<file path="src/rtl/mem_port_arbiter.sv">
// Arbiter sharing one single-ported memory between instruction fetch and load/store.
// Data has priority; a starvation counter forces a fetch grant after STARVE_MAX data grants.
module mem_port_arbiter #(
    parameter int ADDR_W     = 32,
    parameter int DATA_W     = 32,
    parameter int STARVE_MAX = 4
) (
    input  logic              clk,
    input  logic              rst,
    input  logic              if_req_i,
    input  logic [ADDR_W-1:0] if_addr_i,
    output logic [DATA_W-1:0] if_rdata_o,
    output logic              if_ack_o,
    input  logic              d_req_i,
    input  logic              d_we_i,
    input  logic [ADDR_W-1:0] d_addr_i,
    input  logic [DATA_W-1:0] d_wdata_i,
    input  logic [3:0]        d_be_i,
    output logic [DATA_W-1:0] d_rdata_o,
    output logic              d_ack_o,
    output logic              mem_req_o,
    output logic              mem_we_o,
    output logic [ADDR_W-1:0] mem_addr_o,
    output logic [DATA_W-1:0] mem_wdata_o,
    output logic [3:0]        mem_be_o,
    input  logic [DATA_W-1:0] mem_rdata_i,
    input  logic              mem_ack_i,
    output logic              if_stall_o,
    output logic              d_stall_o,
    output logic [1:0]        dbg_state_o,
    output logic [3:0]        dbg_starve_cnt_o
);

    // Handshake: a requester holds req until its one-cycle ack; mem_req_o and all
    // mem_* outputs stay stable from grant until the single-cycle mem_ack_i pulse.

    typedef enum logic [1:0] {IDLE, I_BUSY, D_BUSY, RESP} state_e;

    localparam logic [3:0] STARVE_LIM = 4'(STARVE_MAX);

    state_e            state_q, state_d;
    logic              mem_req_q, mem_req_d;
    logic              mem_we_q, mem_we_d;
    logic [ADDR_W-1:0] mem_addr_q, mem_addr_d;
    logic [DATA_W-1:0] mem_wdata_q, mem_wdata_d;
    logic [3:0]        mem_be_q, mem_be_d;
    logic [DATA_W-1:0] if_rdata_q, if_rdata_d;
    logic [DATA_W-1:0] d_rdata_q, d_rdata_d;
    logic              if_ack_q, if_ack_d;
    logic              d_ack_q, d_ack_d;
    logic [3:0]        starve_q, starve_d;
    logic              d_grant;

    always_comb begin
        state_d     = state_q;
        mem_req_d   = mem_req_q;
        mem_we_d    = mem_we_q;
        mem_addr_d  = mem_addr_q;
        mem_wdata_d = mem_wdata_q;
        mem_be_d    = mem_be_q;
        if_rdata_d  = if_rdata_q;
        d_rdata_d   = d_rdata_q;
        if_ack_d    = 1'b0;
        d_ack_d     = 1'b0;
        starve_d    = starve_q;
        d_grant     = 1'b0;

        case (state_q)
            IDLE: begin
                // Requests are only sampled here; nothing is remembered across cycles.
                d_grant = d_req_i && (!if_req_i || (starve_q < STARVE_LIM));
                if (d_grant) begin
                    state_d     = D_BUSY;
                    mem_req_d   = 1'b1;
                    mem_we_d    = d_we_i;
                    mem_addr_d  = d_addr_i;
                    mem_wdata_d = d_wdata_i;
                    mem_be_d    = d_we_i ? d_be_i : 4'hF;
                    if (!if_req_i) begin
                        starve_d = 4'd0;
                    end else if (starve_q < STARVE_LIM) begin
                        starve_d = starve_q + 4'd1;
                    end
                end else if (if_req_i) begin
                    state_d     = I_BUSY;
                    mem_req_d   = 1'b1;
                    mem_we_d    = 1'b0;
                    mem_addr_d  = if_addr_i;
                    mem_wdata_d = '0;
                    mem_be_d    = 4'hF;
                    starve_d    = 4'd0;
                end
            end
            I_BUSY, D_BUSY: begin
                if (mem_ack_i) begin
                    mem_req_d = 1'b0;
                    state_d   = RESP;
                    if (state_q == D_BUSY) begin
                        d_rdata_d = mem_rdata_i;
                        d_ack_d   = 1'b1;
                    end else begin
                        if_rdata_d = mem_rdata_i;
                        if_ack_d   = 1'b1;
                    end
                end
            end
            RESP:    state_d = IDLE;
            default: state_d = IDLE;
        endcase
    end

    always_ff @(posedge clk or negedge rst) begin
        if (!rst) begin
            state_q     <= IDLE;
            mem_req_q   <= 1'b0;
            mem_we_q    <= 1'b0;
            mem_addr_q  <= '0;
            mem_wdata_q <= '0;
            mem_be_q    <= 4'h0;
            if_rdata_q  <= '0;
            d_rdata_q   <= '0;
            if_ack_q    <= 1'b0;
            d_ack_q     <= 1'b0;
            starve_q    <= 4'd0;
        end else begin
            state_q     <= state_d;
            mem_req_q   <= mem_req_d;
            mem_we_q    <= mem_we_d;
            mem_addr_q  <= mem_addr_d;
            mem_wdata_q <= mem_wdata_d;
            mem_be_q    <= mem_be_d;
            if_rdata_q  <= if_rdata_d;
            d_rdata_q   <= d_rdata_d;
            if_ack_q    <= if_ack_d;
            d_ack_q     <= d_ack_d;
            starve_q    <= starve_d;
        end
    end

    assign mem_req_o        = mem_req_q;
    assign mem_we_o         = mem_we_q;
    assign mem_addr_o       = mem_addr_q;
    assign mem_wdata_o      = mem_wdata_q;
    assign mem_be_o         = mem_be_q;
    assign if_rdata_o       = if_rdata_q;
    assign d_rdata_o        = d_rdata_q;
    assign if_ack_o         = if_ack_q;
    assign d_ack_o          = d_ack_q;
    // Stalls are the only combinational input-to-output paths.
    assign if_stall_o       = if_req_i & ~if_ack_q;
    assign d_stall_o        = d_req_i & ~d_ack_q;
    assign dbg_state_o      = state_q;
    assign dbg_starve_cnt_o = starve_q;

endmodule

</file>
<file path="config.mk">
export PLATFORM = sky130hd
export DESIGN_NAME = mem_port_arbiter
export DESIGN_NICKNAME = d
export VERILOG_FILES = /design/src/rtl/mem_port_arbiter.sv
export SDC_FILE = /design/constraint.sdc
export NUM_CORES = 1
export LEC_CHECK = 0
export CORE_UTILIZATION = 39
export CTS_BUF_LIST = sky130_fd_sc_hd__clkbuf_8
export DETAILED_ROUTE_END_ITERATION = 16
export PLACE_DENSITY_LB_ADDON = 0.3
export SLEW_MARGIN = 40
export SYNTH_ARGS = -nofsm -noshare
export SYNTH_HDL_FRONTEND = slang
export SYNTH_SLANG_ARGS = --single-unit
</file>
<file path="constraint.sdc">
create_clock -name clk -period 1.9 [get_ports clk]
set_clock_uncertainty 0.15 [all_clocks]
set_input_delay 0.38 -clock clk [delete_from_list [all_inputs] [get_ports clk]]
set_output_delay 0.38 -clock clk [all_outputs]
set_load 0.01 [all_outputs]
</file>
==> results.py <==
metrics = {
    "grt": {
        "busiest_layer": "met2",
        "grt_max_degree": 50,
        "met3_usage_pct": 6.28,
        "antenna_found_initial": 0,
        "first_global_vias": 5341,
        "grt_usage_pct": 22.0,
        "use_met2_pct": 37.9,
        "grt_pass1_wl_mm": 27.8,
        "gr-total-overflow": 0,
        "use_met1_pct": 25.8,
    },
    "finish": {
        "drive_gt1_share_pct": 20.2,
        "final_nets": 962,
        "final_common_cell": "dfrtp_1",
        "utilization_pct": 63.7,
        "syn2layout_area_growth_pct": 57.1,
        "register_area_um2": 3550,
        "antennaDiodeCount": 0,
        "multiInputGateArea_um2": 2410,
        "mostFrequentLayoutCells": "142 x dfrtp_1, 135 x nand2_1, 134 x clkdlybuf4s50_1",
        "fin_cells": 1043,
        "n_fill_cell": 1239,
    },
    "timing": {
        "rsz0062_at_grt": "false",
        "setup_violations": 0,
        "worst_slew_pin_slew_ns": 0.434,
        "fin_crit_ns": 1.81,
        "fmax_mhz": 551,
        "slew_headroom_pct": 71.1,
        "post-route-period-util_pct": 95.5,
        "hold_viol": 0,
        "slew_viol_final": 0,
        "setup_ws_ns": 0.0863,
    },
    "critical_path": {
        "critical_path_required_ns": 1.37,
        "r2r-start": "dbg_state_o[0]",
        "crit_slowest_cell": "dfrtp_1",
        "worstPathCellList": "buf_4 > dlygate4sd2_1",
        "arrival_ns": 1.28,
        "critPathMaxStageDelay_ns": 0.41,
        "crit_start": "dbg_state_o[0]",
        "critPathLaunchType": "flip-flop",
        "critPathCaptureType": "output pin",
        "crit_fanout": 2,
        "crit_type": "reg -> out",
    },
    "pwr": {
        "p_leak_nw": 5.01,
        "comb_power_share_pct": 48.8,
        "netSwitchingFraction_pct": 36.6,
        "intPower_mw": 9.32,
        "netSwitchingPower_mw": 5.38,
        "power.total_mw": 14.7,
        "p_seq_share_pct": 35.1,
        "ir_drop_mv": 0.767,
        "power_frac_clock_pct": 16.2,
        "cellPowerDensity_nw_per_um2": 1500,
    },
    "routing": {
        "drc": 0,
        "via_per_inst": 5.00,
        "routed_wl_mm": 18.2,
        "first_iter_violations": 272,
        "drtAntennaViolNets": 0,
        "wire_per_inst_um": 17.4,
        "num_vias": 5216,
        "first_pass_iters": 4,
    },
    "clocking": {
        "ctsLongestPathBuffers": 2,
        "cts.sinks": 142,
        "cts_tree": "built",
        "cts_made_buffers": 17,
        "clkTransAtPathRegs_ns": 0.09,
        "post_cts_buffers": 0,
        "htreeDepth": 4,
        "insertion_delay_ns": 0.44,
        "clockRootBuffer": "clkbuf_8",
    },
    "yosys": {
        "synth_nets": 671,
        "synthCells": 528,
        "syn_area_per_cell_um2": 11.9,
        "synth_cell_type_count": 32,
        "synth_seq_cells": 142,
        "seq_area_frac_synth_pct": 56.8,
        "synth.yosys.warnings": 0,
        "synth_area_um2": 6260,
    },
    "die": {
        "die_height_um": 129,
        "fp-row-count": 45,
        "dieArea_um2": 16600,
        "io_pins": 282,
        "coreArea_um2": 15400,
        "start_util_pct": 40.6,
        "die_x_um": 129,
    },
    "run": {
        "maxCapViolations": 0,
    },
    "placement": {
        "place_ws_ns": -0.330,
        "hpwl_mm": 13.0,
        "placed_cells": 1009,
        "gp_congestion": 0.809,
        "io_buffers": 281,
    },
    "min_path": {
        "hold_class": "in -> async",
    },
    "outcome": {
        "status": "finished, final reports clean",
    },
}
[worst paths after layout]
check                                       end  slack [ns]  cells past startpoint
worst max-delay path             dbg_state_o[0]        0.09                      2
worst min-delay path             mem_addr_o[18]        0.26                      2
worst max register to register   dbg_state_o[0]        0.09                      6
worst min register to register  mem_wdata_o[18]        0.33                      2
max in group asynchronous       mem_wdata_o[15]        0.74                      3
min in group clk                mem_wdata_o[18]        0.33                      2
[cells by family after synthesis]
| family | synth area share (%) |
|---|---|
| and+or+nand+nor | 13.0 |
| buffers and inverters | 5.02 |
| adders and majority gates | 1.00 |
| DFF | 56.8 |
| AOI/OAI and AO/OA | 10.5 |
| muxes | 13.8 |
[cell type report]
type,count,share of cell area [%]
Clock buffer,17,2.38
Clock inverter,15,1.59
Inverter,5,0.191
Multi-Input combinational cell,338,24.5
Sequential cell,142,36.2
Tap cell,211,2.69
Timing Repair Buffer,315,32.5
[through the flow]
| step | hold slack [ns] | cell area [um2] | setup TNS [ns] |
|---|---|---|---|
| after floorplan | -0.0656 | 6270 | 0 |
| after global placement | 0.132 | 9420 | -22.32 |
| after detailed placement | 0.140 | 9420 | -23.95 |
| after CTS | 0.236 | 9720 | 0 |
| after global routing | 0.248 | 9830 | 0 |
| final | 0.261 | 9830 | 0 |
[worst max-delay path: cells and delay by family, from the launching register on]
family   cells  cell delay (ns)
flops        1             0.41
buf+inv      2             0.44
[power by group through the flow]
stage	Clock (mW)	Sequential [mW]	Combinational [mW]
2_1_floorplan	0	5.82	3.28
3_3_place_gp	0	5.17	7.72
3_5_place_dp	0	5.23	7.93
4_1_cts	2.45	5.17	7.34
5_1_grt	2.60	5.32	7.70
6_report	2.38	5.16	7.17
[sequential cells by signal, indices dropped and copies added, names as in the netlist]
| register | count |
|---|---|
| mem_addr_o | 32 |
| mem_be_o | 4 |
| dbg_starve_cnt_o | 4 |
| mem_req_o | 1 |
| mem_wdata_o | 32 |
| if_ack_o | 1 |
| d_ack_o | 1 |
| mem_we_o | 1 |
| dbg_state_o | 2 |
| if_rdata_o | 32 |
| d_rdata_o | 32 |
[Yosys cell counts]
cell	n	area, um2
dfrtp_1	142	3550
nand2_1	135	507
mux2_2	36	405
nand4_1	33	206
o211ai_2	30	375
mux2_4	29	435
o21ai_0	29	145
clkbuf_1	16	60.1
buf_2	14	70.1
nor2_1	10	37.5
buf_6	8	90.1
o21ai_1	6	30.0
a21oi_1	5	25.0
ha_1	5	62.6
inv_1	5	18.8
nor2b_1	4	25.0
buf_12	3	60.1
a31oi_1	2	12.5
buf_4	2	15.0
o211ai_1	2	15.0
a32o_1	1	10.0
and2_1	1	6.26
and2_4	1	8.76
and3_1	1	6.26
mux2_1	1	11.3
mux2i_1	1	10.0
nor3b_1	1	7.51
o21a_1	1	7.51
o21ai_2	1	8.76
o21ai_4	1	16.3
o311ai_0	1	8.76
or2_1	1	6.26
[repair_timing]
item	4_1_cts	5_1_grt
setup endpoints to repair	131	43
resized for setup	106	43
hold buffers	1	0
pin swaps	0	0
gates cloned	1	0
hold endpoints to repair	30	0
[routing by layer]
metal	vias up	part of all wire [%]
li1	2413	-
met1	2558	39
met2	216	51
met3	29	6.6
met4	0	2.5
met5	-	0
Note: power is estimated with default switching activity, not from simulation.
